<file path="src/rtl/clyde_msk_round_ctrl.sv">
// rtl/clyde_msk_round_ctrl.sv - round sequencer for the masked Clyde-128 core
module clyde_msk_round_ctrl #(
  parameter int SB_LAT = 3,
  parameter int NSTEPS = 6
) (
  input  logic       clk,
  input  logic       rst,
  input  logic       start,
  input  logic       inverse,
  output logic       busy,
  output logic       done,
  input  logic       rnd_valid,
  output logic       rnd_ready,
  output logic       sb_en,
  output logic [1:0] state_sel,
  output logic       lb_en,
  output logic       tk_add,
  output logic [3:0] round_idx,
  output logic [2:0] step_idx
);

  localparam int CW = (SB_LAT > 1) ? $clog2(SB_LAT) : 1;
  localparam logic [CW-1:0] WAIT_INIT  = CW'(SB_LAT - 1);
  localparam logic [3:0]    LAST_ROUND = 4'(2 * NSTEPS - 1);
  localparam logic [2:0]    LAST_STEP  = 3'(NSTEPS);

  typedef enum logic [2:0] {
    S_IDLE,
    S_LOAD,
    S_TK,
    S_SB_REQ,
    S_SB_WAIT,
    S_LB,
    S_DONE
  } state_t;

  state_t        state;
  state_t        next_state;
  logic [CW-1:0] wait_cnt;
  logic          inv;
  // Index to present on the next LB / TK entry; round_idx/step_idx are
  // loaded from these on entry so they hold steady outside LB/TK.
  logic [3:0]    round_nxt;
  logic [2:0]    step_nxt;

  // State register, direction latch, index counters and S-box wait counter
  always_ff @(posedge clk) begin
    if (rst) begin
      state     <= S_IDLE;
      wait_cnt  <= '0;
      inv       <= 1'b0;
      round_nxt <= 4'd0;
      step_nxt  <= 3'd0;
      round_idx <= 4'd0;
      step_idx  <= 3'd0;
    end else begin
      state <= next_state;
      if (state == S_IDLE && start) begin
        inv       <= inverse;
        round_nxt <= inverse ? LAST_ROUND : 4'd0;
        step_nxt  <= inverse ? LAST_STEP : 3'd0;
      end
      if (next_state == S_TK) begin
        step_idx <= step_nxt;
        step_nxt <= inv ? step_nxt - 3'd1 : step_nxt + 3'd1;
      end
      if (next_state == S_LB) begin
        round_idx <= round_nxt;
        round_nxt <= inv ? round_nxt - 4'd1 : round_nxt + 4'd1;
      end
      if (state == S_SB_REQ) begin
        wait_cnt <= WAIT_INIT;
      end else if (state == S_SB_WAIT && wait_cnt != '0) begin
        wait_cnt <= wait_cnt - CW'(1);
      end
    end
  end

  // Next-state: encrypt runs SB->LB per round, inverse runs LB->SB per round
  always_comb begin
    next_state = state;
    case (state)
      S_IDLE:    if (start) next_state = S_LOAD;
      S_LOAD:    next_state = S_TK;
      S_TK: begin
        if (inv ? (step_idx == 3'd0) : (step_idx == LAST_STEP)) next_state = S_DONE;
        else if (inv) next_state = S_LB;
        else next_state = S_SB_REQ;
      end
      S_SB_REQ:  if (rnd_valid) next_state = S_SB_WAIT;
      S_SB_WAIT: begin
        if (wait_cnt == '0) begin
          if (inv && !round_idx[0]) next_state = S_TK;
          else if (inv) next_state = S_LB;
          else next_state = S_LB;
        end
      end
      S_LB: begin
        if (inv) next_state = S_SB_REQ;
        else if (round_idx[0]) next_state = S_TK;
        else next_state = S_SB_REQ;
      end
      S_DONE:    next_state = S_IDLE;
      default:   next_state = S_IDLE;
    endcase
  end

  // Moore output decode; sb_en is the only output that follows an input
  always_comb begin
    busy      = (state != S_IDLE);
    done      = (state == S_DONE);
    rnd_ready = (state == S_SB_REQ);
    sb_en     = (state == S_SB_REQ) && rnd_valid;
    lb_en     = (state == S_LB);
    tk_add    = (state == S_TK);
    state_sel = 2'd0;
    case (state)
      S_LOAD:    state_sel = 2'd1;
      S_TK:      state_sel = 2'd3;
      S_LB:      state_sel = 2'd3;
      S_SB_WAIT: if (wait_cnt == '0) state_sel = 2'd2;
      default:   state_sel = 2'd0;
    endcase
  end

endmodule

</file>
<file path="config.mk">
export PLATFORM = sky130hd
export DESIGN_NAME = clyde_msk_round_ctrl
export DESIGN_NICKNAME = d
export VERILOG_FILES = /design/src/rtl/clyde_msk_round_ctrl.sv
export SDC_FILE = /design/constraint.sdc
export NUM_CORES = 1
export LEC_CHECK = 0
export BUFFER_PORTS_ARGS = -buffer_cell sky130_fd_sc_hd__buf_2
export CAP_MARGIN = 20
export CORE_MARGIN = 5
export CORE_UTILIZATION = 50
export CTS_BUF_LIST = sky130_fd_sc_hd__clkbuf_8
export DETAILED_ROUTE_END_ITERATION = 6
export GPL_TIMING_DRIVEN = 1
export PLACE_DENSITY = 0.85
export SYNTH_ARGS = -nofsm -noshare
export SYNTH_HDL_FRONTEND = slang
export SYNTH_SLANG_ARGS = --single-unit
export TNS_END_PERCENT = 100
</file>
<file path="constraint.sdc">
create_clock -name clk -period 1.8 [get_ports clk]
set_input_delay 0.18 -clock clk [delete_from_list [all_inputs] [get_ports clk]]
set_output_delay 0.18 -clock clk [all_outputs]
set_load 0.02 [all_outputs]
</file>
-- Word-level counts from Yosys, hierarchy flattened
Index checks and enable logic that the tools add are counted.
- register bits after elaboration: 20
- bits of input ports: 5
- output and inout port bits: 15
- word-level logic and storage cells: 59
- $add $sub $neg: 5
- equal/unequal tests: 9
- mux-type cells: 22
- reduce and logical (&&, ||, !) cells: 15
- operators with widths (operator ; count):
    2-to-1 mux 3 bit ; 10
    case mux 3 bit (6 select lines) ; 1
    2-to-1 mux 4 bit ; 4
    equality test 3 bit (second input constant) ; 5
    equality test 3 x 2 -> 1 bit (second input constant) ; 3
    nonzero test 2 bit ; 4
    zero test 3 bit ; 2
    2-to-1 mux 2 bit ; 3
    case mux 2 bit (3 select lines) ; 1
    adder 4 x 1 -> 4 bit (second input constant) ; 1
    logical AND 1 bit ; 4
    OR reduction 2 bit ; 2
    subtractor 4 x 1 -> 4 bit (second input constant) ; 1
    adder 3 x 1 -> 3 bit (second input constant) ; 1
    equality test 3 x 1 -> 1 bit (second input constant) ; 1
    2-to-1 mux 1 bit ; 3
    nonzero test 3 bit ; 1
    subtractor 3 x 1 -> 3 bit (second input constant) ; 1
    zero test 2 bit ; 1
    subtractor 2 x 1 -> 2 bit (second input constant) ; 1
    zero test 1 bit ; 1

-- Longest topological paths before layout
Gate-level depths: netlist (run 1).
- word-level depth: 7
- gate-level depth with buffers: 8
- gate-level depth less buffers: 7

-- Worst setup path before layout (run 1)
No wires, ideal clock.
- path kind: reg2reg
- from: register wait_cnt[0]
- to: register step_nxt[0]
- library setup time: 0.132 ns
- arrival: 1.754 ns
- required time: 1.668 ns
- path slack: -0.086 ns
- stages on the path, launching flop included: 8
- path buffers: 0
- clock period less this slack: 1.886 ns
- path through: dfxtp_1 > inv_1 > ha_1 > and4b_1 > o32ai_2 > or4_1 > o211ai_1 > a21oi_1
- longest elaborated chain between the ends: 5
- elaborated cells between the ends (all ways): 6
- classes of those cells: eq/ne (1); mux (3); reduce/logical (2)
- RTL lines (element ; RTL line ; source):
    start, declared ; 39 ; logic [CW-1:0] wait_cnt;
    start signal, assigned ; 74 ; wait_cnt <= wait_cnt - CW'(1);
    zero test 2 bit (*) ; 92 ; if (wait_cnt == '0) begin
    2-to-1 mux 3 bit (*) ; 92 ;
    case mux 3 bit (6 select lines) (*) ; 82 ; case (state)
    equality test 3 x 2 -> 1 bit (*) ; 63 ; if (next_state == S_TK) begin
    2-to-1 mux 3 bit or nonzero test 2 bit (tied branches) ; -- ;
    end signal, assigned ; 61 ; step_nxt <= inverse ? LAST_STEP : 3'd0;
    end signal, assigned ; 65 ; step_nxt <= inv ? step_nxt - 3'd1 : step_nxt + 3'd1;
    end, declared ; 44 ; logic [2:0] step_nxt;
Mark *: on every way between the ends. The rest lies on a longest branch, timed or not.
A chain may end at the register's enable or synchronous reset.

-- Final worst setup path (run 1)
- from: register state[2]
- to: register round_idx[0]
- longest elaborated chain between the ends: 3
- elaborated cells between the ends (all ways): 11
- classes of those cells: eq/ne (6); mux (4); reduce/logical (1)
- RTL lines (element ; RTL line ; source):
    start, declared ; 37 ; state_t state;
    start signal, assigned ; 57 ; state <= next_state;
    equality test 3 bit (tied with other cells) ; 82 ;
    case mux 3 bit (6 select lines) (*) ; 82 ;
    equality test 3 bit (*) ; 67 ; if (next_state == S_LB) begin
    end signal, assigned ; 68 ; round_idx <= round_nxt;
    end, declared ; 18 ; output logic [3:0] round_idx,
Marked as above.

==> metrics.txt, run 1 <==
Die X approximately 60 um; commonest non-fill, non-tap cell in the layout buf_4; worst hold path type input port to register; initial antenna violation count 0; status complete, but fails checks; pwr/cell area about 1000 nW/um^2; Power, Total 1.760 mW; mean area per synthesized cell approximately 8.4 um^2; die area 3600 um^2; Seq/Total Area, Yosys 0.3203; worst ir drop on vdd ~840 uV; required time worst endpoint 1.99 ns; failing checks negative setup slack; Max Buffers Root-to-Sink 2; core area roughly 2400 um^2; RD Place Congestion around 0.89; Final min period between 1.5 and 2 ns; Area Overhead vs Synth 39.54%; reg2reg end round_idx[0]; part of the cycle the worst path needs 1.010; Crit path max-delay family compound AO/OA/AOI/OAI gates; fin worst setup slack -0.01748 ns; share of layout cells above drive strength 1 0.4339; Setup crit start kind register; initial core utilization 0.5139; met2 Use GR 0.3812; Synth area leaders dfxtp_1 (32%), a21oi_1 (6.0%), nand3_1 (4.0%), inv_1 (3.6%), fa_1 (3.2%); final hold viol count 0; hold depth 3; Cells after DPL 210; LEAKAGE about 0.73 nW; Buf/Inv on CP 1; Setup CP Type register to register; CTS buffer count 3; sequential cell area about 410 um^2; fill count about 180; Initial DRC Count between 70 and 80; clk_lat worst skew around 0.26 ns; combined area of the multi-input logic cells approximately 870 um^2; Crit path arrival time between 2 and 2.5 ns; Hold Path End inv; Worst Tran Pin Value about 0.46 ns; Vias/cell around 5.9; CTS H-tree lvls 1; Sink Count 20; count of cell types in the netlist 45; Row Count 18; drt first pass iters 4; post-synth top area cell dfxtp_1; Post-DRT Antenna Nets 0; syn_nets roughly 160; GRT Total Usage 0.2027; synth warn 0; critical-path cell list or3b_4, o32a_1, o211ai_1, buf_4, nand3_4, a21oi_2; max-cap violation count 0; Residual DRC 0; Max transition margin 0.6916; post-synthesis register bit count 20; most frequent cells in the layout buf_4 (23), buf_2 (19), dfxtp_1 (15), a21oi_1 (12), inv_1 (10); Max Fclk roughly 550 MHz; reg2reg path depth 6; CTS tree built; vias post-DR 1297; Nets 200; total grt overflow 0; Final Max Slew Viols 0; pin count of the biggest net entering global routing 21; routed len/inst ~16 um; clk slew on worst S/H paths ~0.07 ns; Port Buffers 19; clock skew between 0.0015 and 0.002 ns; GR Util met1 0.2329; DPL Wire Length ~2.4 mm; RSZ-0062 raised after global routing true; asr flop ratio synth 0; most used routing layer met2; RR Startpoint state[2]; Mapped Area ~1200 um^2; Final setup viols 8; min-delay src inverse; clock root cell clkbuf_8; Post-synth EDFFs 0; vias in the first global route roughly 1200; critical path capture point type register; global-route wire length before repair between 5 and 6 mm; Gate Count Post-Synth roughly 150; Top FF cell, synth dfxtp_1; maximum fanout along the worst path 6; Worst path slowest cell dfxtp_4; final std cells w/o fill ~220; num ports 20; M3 GR Usage 0.02160; # diodes 0; FF-to-FF setup slack -0.02 ns; Worst path max stage delay roughly 0.38 ns; final wirelength approximately 3.6 mm; Die Y roughly 60 um; area share of the largest cell type after synthesis 0.3203
==> how the worst max path moves through the flow <==
stage,start,end,slack [ns],depth (start not counted)
6_report,state[2],round_idx[0],-0.02,6
4_1_cts,state[0],round_nxt[0],-0.008,5
3_5_place_dp,wait_cnt[0],round_nxt[0],-0.14,7
3_3_place_gp,wait_cnt[0],round_nxt[0],-0.07,7
5_1_grt,state[2],round_nxt[0],-0.1,5
2_1_floorplan,wait_cnt[1],round_nxt[0],0.01,7
==> cell families after synthesis <==
group                      after synthesis  synth area share
AOI/OAI and AO/OA                       49            0.2843
and+or+nand+nor                         49            0.2212
buffers and inverters                   20           0.07708
DFF                                     20            0.3203
xor gates and xnor gates                 5           0.03504
adders and majority gates                5           0.06207
==> Yosys cell counts (4+ instances only) <==
library cell,number
nor2_1,8
inv_1,12
o211ai_1,4
nor3_1,7
nand2_1,9
a21oi_1,15
nand3_1,10
dfxtp_1,20
o21ai_0,8
==> worst min-delay path, delay by kind of cell <==
kind | cells | cell delay (ns)
AND/OR/NAND/NOR | 1 | 0.16
buffers and inverters | 1 | 0.11
AO/OA/AOI/OAI | 1 | 0.09
==> sequential cells by signal (all words and copies together), names as in the netlist <==
signal     count
state          3
round_nxt      4
step_idx       3
wait_cnt       2
step_nxt       3
inv            1
round_idx      4
==> routing by layer <==
layer / share of wire / vias up
met5: 0 / -
met4: 0.0070 / 0
met3: 0.043 / 4
met2: 0.55 / 31
met1: 0.40 / 637
li1: - / 625
==> repair_timing <==
item	4_1_cts	5_1_grt
hold buffers	0	0
cloned	1	0
gates resized for setup	14	23
buffers inserted	3	1
setup endpoints to repair	14	14
pin swaps	7	10
==> through the flow <==
| stage | util | area (um^2) | TNS, ns | hold slack (ns) | setup slack, ns |
|---|---|---|---|---|---|
| 2_1_floorplan | - | 1267 | 0 | 0.3883 | 0.01290 |
| 3_3_place_gp | 0.6193 | 1506 | -0.3312 | 0.4212 | -0.07014 |
| 3_5_place_dp | 0.6193 | 1506 | -1.088 | 0.4280 | -0.1450 |
| 4_1_cts | 0.6790 | 1652 | -0.008387 | 0.2873 | -0.008387 |
| 5_1_grt | 0.7171 | 1744 | -0.9113 | 0.3258 | -0.09711 |
| 6_report | 0.7171 | 1744 | -0.08030 | 0.3141 | -0.01748 |
==> cell type report <==
cell class                      count  share of cell area
Multi-Input combinational cell    108              0.5014
Clock inverter                      1             0.01722
Tap cell                           30             0.02152
Sequential cell                    20              0.2374
Inverter                           12             0.02583
Clock buffer                        3             0.02367
Timing Repair Buffer               45              0.1729
==> power by group <==
part	internal [mW]	leakage (nW)	total, mW	switching [mW]
combinational	0.330	0.528	0.762	0.432
clock	0.297	0.0357	0.446	0.149
sequential	0.493	0.166	0.552	0.0586
total	1.12	0.729	1.76	0.640
Note: power is estimated with default switching activity, not from simulation.
==> inputs of run 2 (changes only) <==
--- a/config.mk
+++ b/config.mk
@@ -8,11 +8,11 @@
 export BUFFER_PORTS_ARGS = -buffer_cell sky130_fd_sc_hd__buf_2
 export CAP_MARGIN = 20
 export CORE_MARGIN = 5
-export CORE_UTILIZATION = 50
+export CORE_UTILIZATION = 40
 export CTS_BUF_LIST = sky130_fd_sc_hd__clkbuf_8
 export DETAILED_ROUTE_END_ITERATION = 6
 export GPL_TIMING_DRIVEN = 1
-export PLACE_DENSITY = 0.85
+export PLACE_DENSITY = 0.72
 export SYNTH_ARGS = -nofsm -noshare
 export SYNTH_HDL_FRONTEND = slang
 export SYNTH_SLANG_ARGS = --single-unit
==> constraint.sdc (replaced) <==
create_clock -name clk -period 1.5 [get_ports clk]
set_input_delay 0.15 -clock clk [delete_from_list [all_inputs] [get_ports clk]]
set_output_delay 0.15 -clock clk [all_outputs]
set_load 0.02 [all_outputs]
==> run 2 against run 1 <==
Net effect: the flow still finishes with violations (negative setup slack); die area grew 21%; non-clock buffer count up 11; largest cell class unchanged; global-route usage decreased by 4.4 points; worst setup slack lost 0.29 ns; critical path depth fell by 1.
==> metrics.txt, run 2 (synthesis gave the netlist of run 1 again) <==
required time worst endpoint between 1.5 and 2 ns; Final min period ~1.8 ns; Setup CP Type register to register; initial antenna violation count 0; Die Y roughly 66 um; part of the cycle the worst path needs 1.202; RD Place Congestion around 0.83; Residual DRC 0; max-cap violation count 0; Die X 65.90 um; Buf/Inv on CP 0; pwr/cell area 1107 nW/um^2; Max transition margin 0.6606; routed len/inst 13.12 um; Crit path arrival time between 1.5 and 2 ns; maximum fanout along the worst path 8; Max Buffers Root-to-Sink 2; final std cells w/o fill 244; fill count about 270; Initial DRC Count 55; clock root cell clkbuf_8; Final setup viols 18; RR Startpoint step_idx[0]; vias post-DR between 1000 and 1500; Power, Total roughly 2.0 mW; GRT Total Usage 0.1582; worst ir drop on vdd ~620 uV; final hold viol count 0; Crit path max-delay family compound AO/OA/AOI/OAI gates; CTS tree built; share of layout cells above drive strength 1 0.4900; critical path capture point type register; global-route wire length before repair roughly 5.5 mm; Nets between 200 and 250; Post-DRT Antenna Nets 0; critical-path cell list nand3b_1, a2111oi_4, o22ai_2, o22ai_1, a221oi_2; Vias/cell 5.299; Row Count 20; commonest non-fill, non-tap cell in the layout buf_4; combined area of the multi-input logic cells 853.3 um^2; worst hold path type input port to register; Setup TNS Final -3.817 ns; DP Area approximately 1700 um^2; DPL Wire Length about 2.4 mm; final instance area approximately 1800 um^2; Area Overhead vs Synth 46.45%; Port Buffers 19; vias in the first global route 1295; Setup crit start kind register; CTS buffer count 3; status complete, but fails checks; Top Registers round_idx: 4 flops, round_nxt: 4 flops; # diodes 0; clk slew on worst S/H paths roughly 0.070 ns; Worst path max stage delay just under 0.6 ns; Cells after DPL about 240; Max Fclk around 550 MHz; clock skew ~0.0016 ns; RSZ-0062 raised after global routing true; core area a little over 3000 um^2; LEAKAGE around 0.8 nW; clk_lat worst skew 0.25 ns; Sink Count 20; CTS H-tree lvls 1; die area approximately 4300 um^2; Final Max Slew Viols 0; initial core utilization 0.4128; CP Launch Point step_idx[0]; Worst Tran Pin Value ~0.51 ns; sequential cell area ~420 um^2; Worst path slowest cell a2111oi_4; total grt overflow 0; final wirelength 3.201 mm; min-delay src inverse; pin count of the biggest net entering global routing 21; most frequent cells in the layout buf_4 (35), buf_2 (16), a21oi_1 (15), dfxtp_1 (11), nand3_1 (10); num ports 20; worst hold slack around 0.28 ns; fin worst setup slack -0.3034 ns; drt first pass iters 4; failing checks negative setup slack
[run 2: layer usage]
layer	vias to the layer above	share of wire	track usage
met4	0	0.012	0.05181
li1	649	-	-
met3	4	0.030	0.02381
met5	-	0	0
met2	17	0.53	0.2979
met1	623	0.43	0.1790
[run 2: per-stage QoR]
stage                 util  setup WS, ns
finish              0.6045       -0.3034
global route        0.6045       -0.3962
CTS                 0.5930       -0.3020
detailed placement  0.5512       -0.3323
global placement    0.5512       -0.2912
floorplan                -       -0.1850
[run 2: layout make-up]
| class | instances | area share |
|---|---|---|
| multi-input combinational | 108 | 0.4662 |
| sequential | 20 | 0.2290 |
| timing repair buffer | 56 | 0.2201 |
| clock buffer | 4 | 0.03008 |
| tap | 44 | 0.03008 |
| inverter | 12 | 0.02461 |
[run 2: final timing paths]
check	slack (ns)	to	cells past startpoint
worst max-delay path	-0.30	round_nxt[0]	5
worst min register to register	0.44	wait_cnt[0]	1
worst max register to register	-0.30	round_nxt[0]	5
worst min-delay path	0.28	round_nxt[0]	3
[run 2: repair_timing]
action / CTS / global route
pin swaps: 10 / 7
hold buffers: 0 / 0
gates resized for setup: 15 / 13
endpoints found under the setup margin: 20 / 24
buffers inserted: 5 / 1
[run 2: power breakdown]
group	internal (mW)	switching [mW]	total (mW)	leakage (nW)
combinational	0.467	0.494	0.962	0.589
clock	0.233	0.172	0.406	0.0288
sequential	0.593	0.0661	0.659	0.168
total	1.29	0.733	2.03	0.785
[run 2: tightest hold or removal path: stages]
cell	delay [ns]
buf_2	0.11
o22ai_1	0.14
a221oi_2	0.09
==> inputs of run 3 (changes only) <==
--- a/config.mk
+++ b/config.mk
@@ -9,7 +9,6 @@
 export CAP_MARGIN = 20
 export CORE_MARGIN = 5
 export CORE_UTILIZATION = 40
-export CTS_BUF_LIST = sky130_fd_sc_hd__clkbuf_8
 export DETAILED_ROUTE_END_ITERATION = 6
 export GPL_TIMING_DRIVEN = 1
 export PLACE_DENSITY = 0.72
==> run 3 against run 2 <==
Net effect: the run still ends with negative setup slack left; clock power is 23% lower; fmax is 0.84% lower; flip-flop and latch count stayed put; clock skew is 0.00060 ns lower; global-route usage is 0.25 points higher; critical path depth is 2 higher.
==> metrics.txt, run 3 (synthesis gave the netlist of run 1 again) <==
Row Count 20; most used routing layer met2; Worst Tran Pin Value approximately 0.50 ns; clk_lat worst skew roughly 0.30 ns; vias post-DR roughly 1300; final instance area 1853 um^2; critical-path cell list inv_2, ha_4, and4b_1, o32ai_4, or4_4, o211ai_1, a21oi_1; Worst path max stage delay ~0.48 ns; worst ir drop on vdd slightly above 700 uV; RSZ-0062 raised after global routing true; pwr/cell area ~1100 nW/um^2; Max Fclk 549.9 MHz; share of layout cells above drive strength 1 0.5075; Max Buffers Root-to-Sink 2; CTS buffer count 3; clk slew on worst S/H paths 0.11 ns; required time worst endpoint approximately 1.7 ns; Switching Share 0.3748; M3 GR Usage 0.02551; global-route wire length before repair about 5.5 mm; Post-DRT Antenna Nets 0; Port Buffers 19; initial core utilization 0.4128; Setup CP Type register to register; Vias/cell around 5.3; CTS tree built; Nets 212; met2 Use GR 0.3004; commonest non-fill, non-tap cell in the layout buf_4; pin count of the biggest net entering global routing 21; Initial DRC Count 61; Final setup viols 19; fin worst setup slack -0.3186 ns; Sink Count 20; Final min period approximately 1.8 ns; Gate power share 0.505; RD Place Congestion roughly 0.83; DP Area between 1500 and 2000 um^2; CTS H-tree lvls 1; Setup crit start kind register; most frequent cells in the layout buf_4 (38), a21oi_1 (15), buf_2 (12), dfxtp_1 (11), nand3_1 (10); Crit path arrival time about 2.0 ns; drt first pass iters 4; clock skew between 0.0009 and 0.001 ns; Area Overhead vs Synth 48.25%; die area around 4300 um^2; RR Startpoint wait_cnt[0]; max-cap violation count 0; clock root cell clkbuf_4; num ports 20; final wirelength 3.170 mm; min-delay src inverse; Pint around 1.2 mW; worst hold path type input port to register; total grt overflow 0; initial antenna violation count 0; Die Y roughly 66 um; routed len/inst between 10 and 15 um; # diodes 0; status complete, but fails checks; DPL Wire Length around 2.4 mm; Max transition margin 0.6689; CP Launch Point wait_cnt[0]; core area slightly above 3000 um^2; failing checks negative setup slack; final std cells w/o fill between 200 and 250; part of the cycle the worst path needs 1.212; Worst path slowest cell or4_4; worst hold slack around 0.23 ns; Cells after DPL between 200 and 250; LEAKAGE between 0.7 and 0.8 nW; Residual DRC 0; Die X between 60 and 70 um; GRT Total Usage 0.1607; Place WS -0.3323 ns; vias in the first global route about 1300; final hold viol count 0; Flop pwr share 0.336; hold-fix buffers at CTS 0; net switching power roughly 730 uW; fill count 259; Final Max Slew Viols 0; GR Util met1 0.1790; maximum fanout along the worst path 5; critical path capture point type register; Top Registers round_idx: 4 flops, round_nxt: 4 flops; clock share of power 0.160
[run 3: changes by cell type in the layout (fill, tap and decap cells not counted), moves of 2 or more]
| cell | before | now |
|---|---|---|
| buf_4 | 35 | 38 |
| buf_6 | 4 | 6 |
| clkbuf_4 | 0 | 3 |
| buf_2 | 16 | 12 |
| o21ai_1 | 4 | 6 |
| o21ai_0 | 5 | 3 |
| clkbuf_8 | 4 | 1 |
[run 3: worst paths after layout]
check                                     to  slack (ns)  cells past startpoint
worst max-delay path             step_nxt[2]       -0.32                      7
worst min-delay path            round_nxt[0]        0.23                      3
worst min register to register   wait_cnt[0]        0.45                      1
worst max register to register   step_nxt[2]       -0.32                      7
[run 3: per-layer routing]
layer | vias to the layer above | wire [um]
li1 | 649 | -
met1 | 606 | 1380
met2 | 29 | 1639
met3 | 6 | 94
met4 | 0 | 56
met5 | - | 0
[run 3: layout make-up]
class	instances	area (um^2)	share of cell area
inverters	12	47.55	0.02566
clock buffers	4	36.28	0.01958
flip-flops and latches	20	421.7	0.2275
repair buffers	57	427.9	0.2309
multi-input cells	108	864.6	0.4666
well taps	44	55.05	0.02971
[run 3: critical path, delay by kind of cell (launching register included)]
| family | cells | cell delay (ns) |
|---|---|---|
| flip-flops | 1 | 0.34 |
| AO/OA/AOI/OAI | 3 | 0.43 |
| buffers and inverters | 1 | 0.06 |
| adder cells (fa/ha/maj) | 1 | 0.14 |
| AND/OR/NAND/NOR | 2 | 0.73 |
[run 3: what timing repair did]
item / CTS / global route
setup buffers: 5 / 2
pin swaps: 11 / 7
gates resized for setup: 25 / 16
endpoints found under the setup margin: 23 / 25
[run 3: through the flow]
step	util	total power, mW	TNS [ns]
after detailed placement	0.5512	1.543	-4.311
after CTS	0.5967	1.930	-4.428
after global placement	0.5512	1.523	-3.687
final	0.6120	1.958	-4.079
after floorplan	-	1.254	-2.232
after global routing	0.6120	2.082	-5.938
[run 3: power by group through the flow]
| stage | Combinational (mW) | Sequential (mW) | Clock (mW) |
|---|---|---|---|
| after floorplan | 0.590 | 0.664 | 0 |
| after global placement | 0.862 | 0.661 | 0 |
| after detailed placement | 0.876 | 0.667 | 0 |
| after CTS | 0.954 | 0.654 | 0.322 |
| after global routing | 1.07 | 0.666 | 0.341 |
| final | 0.988 | 0.658 | 0.313 |
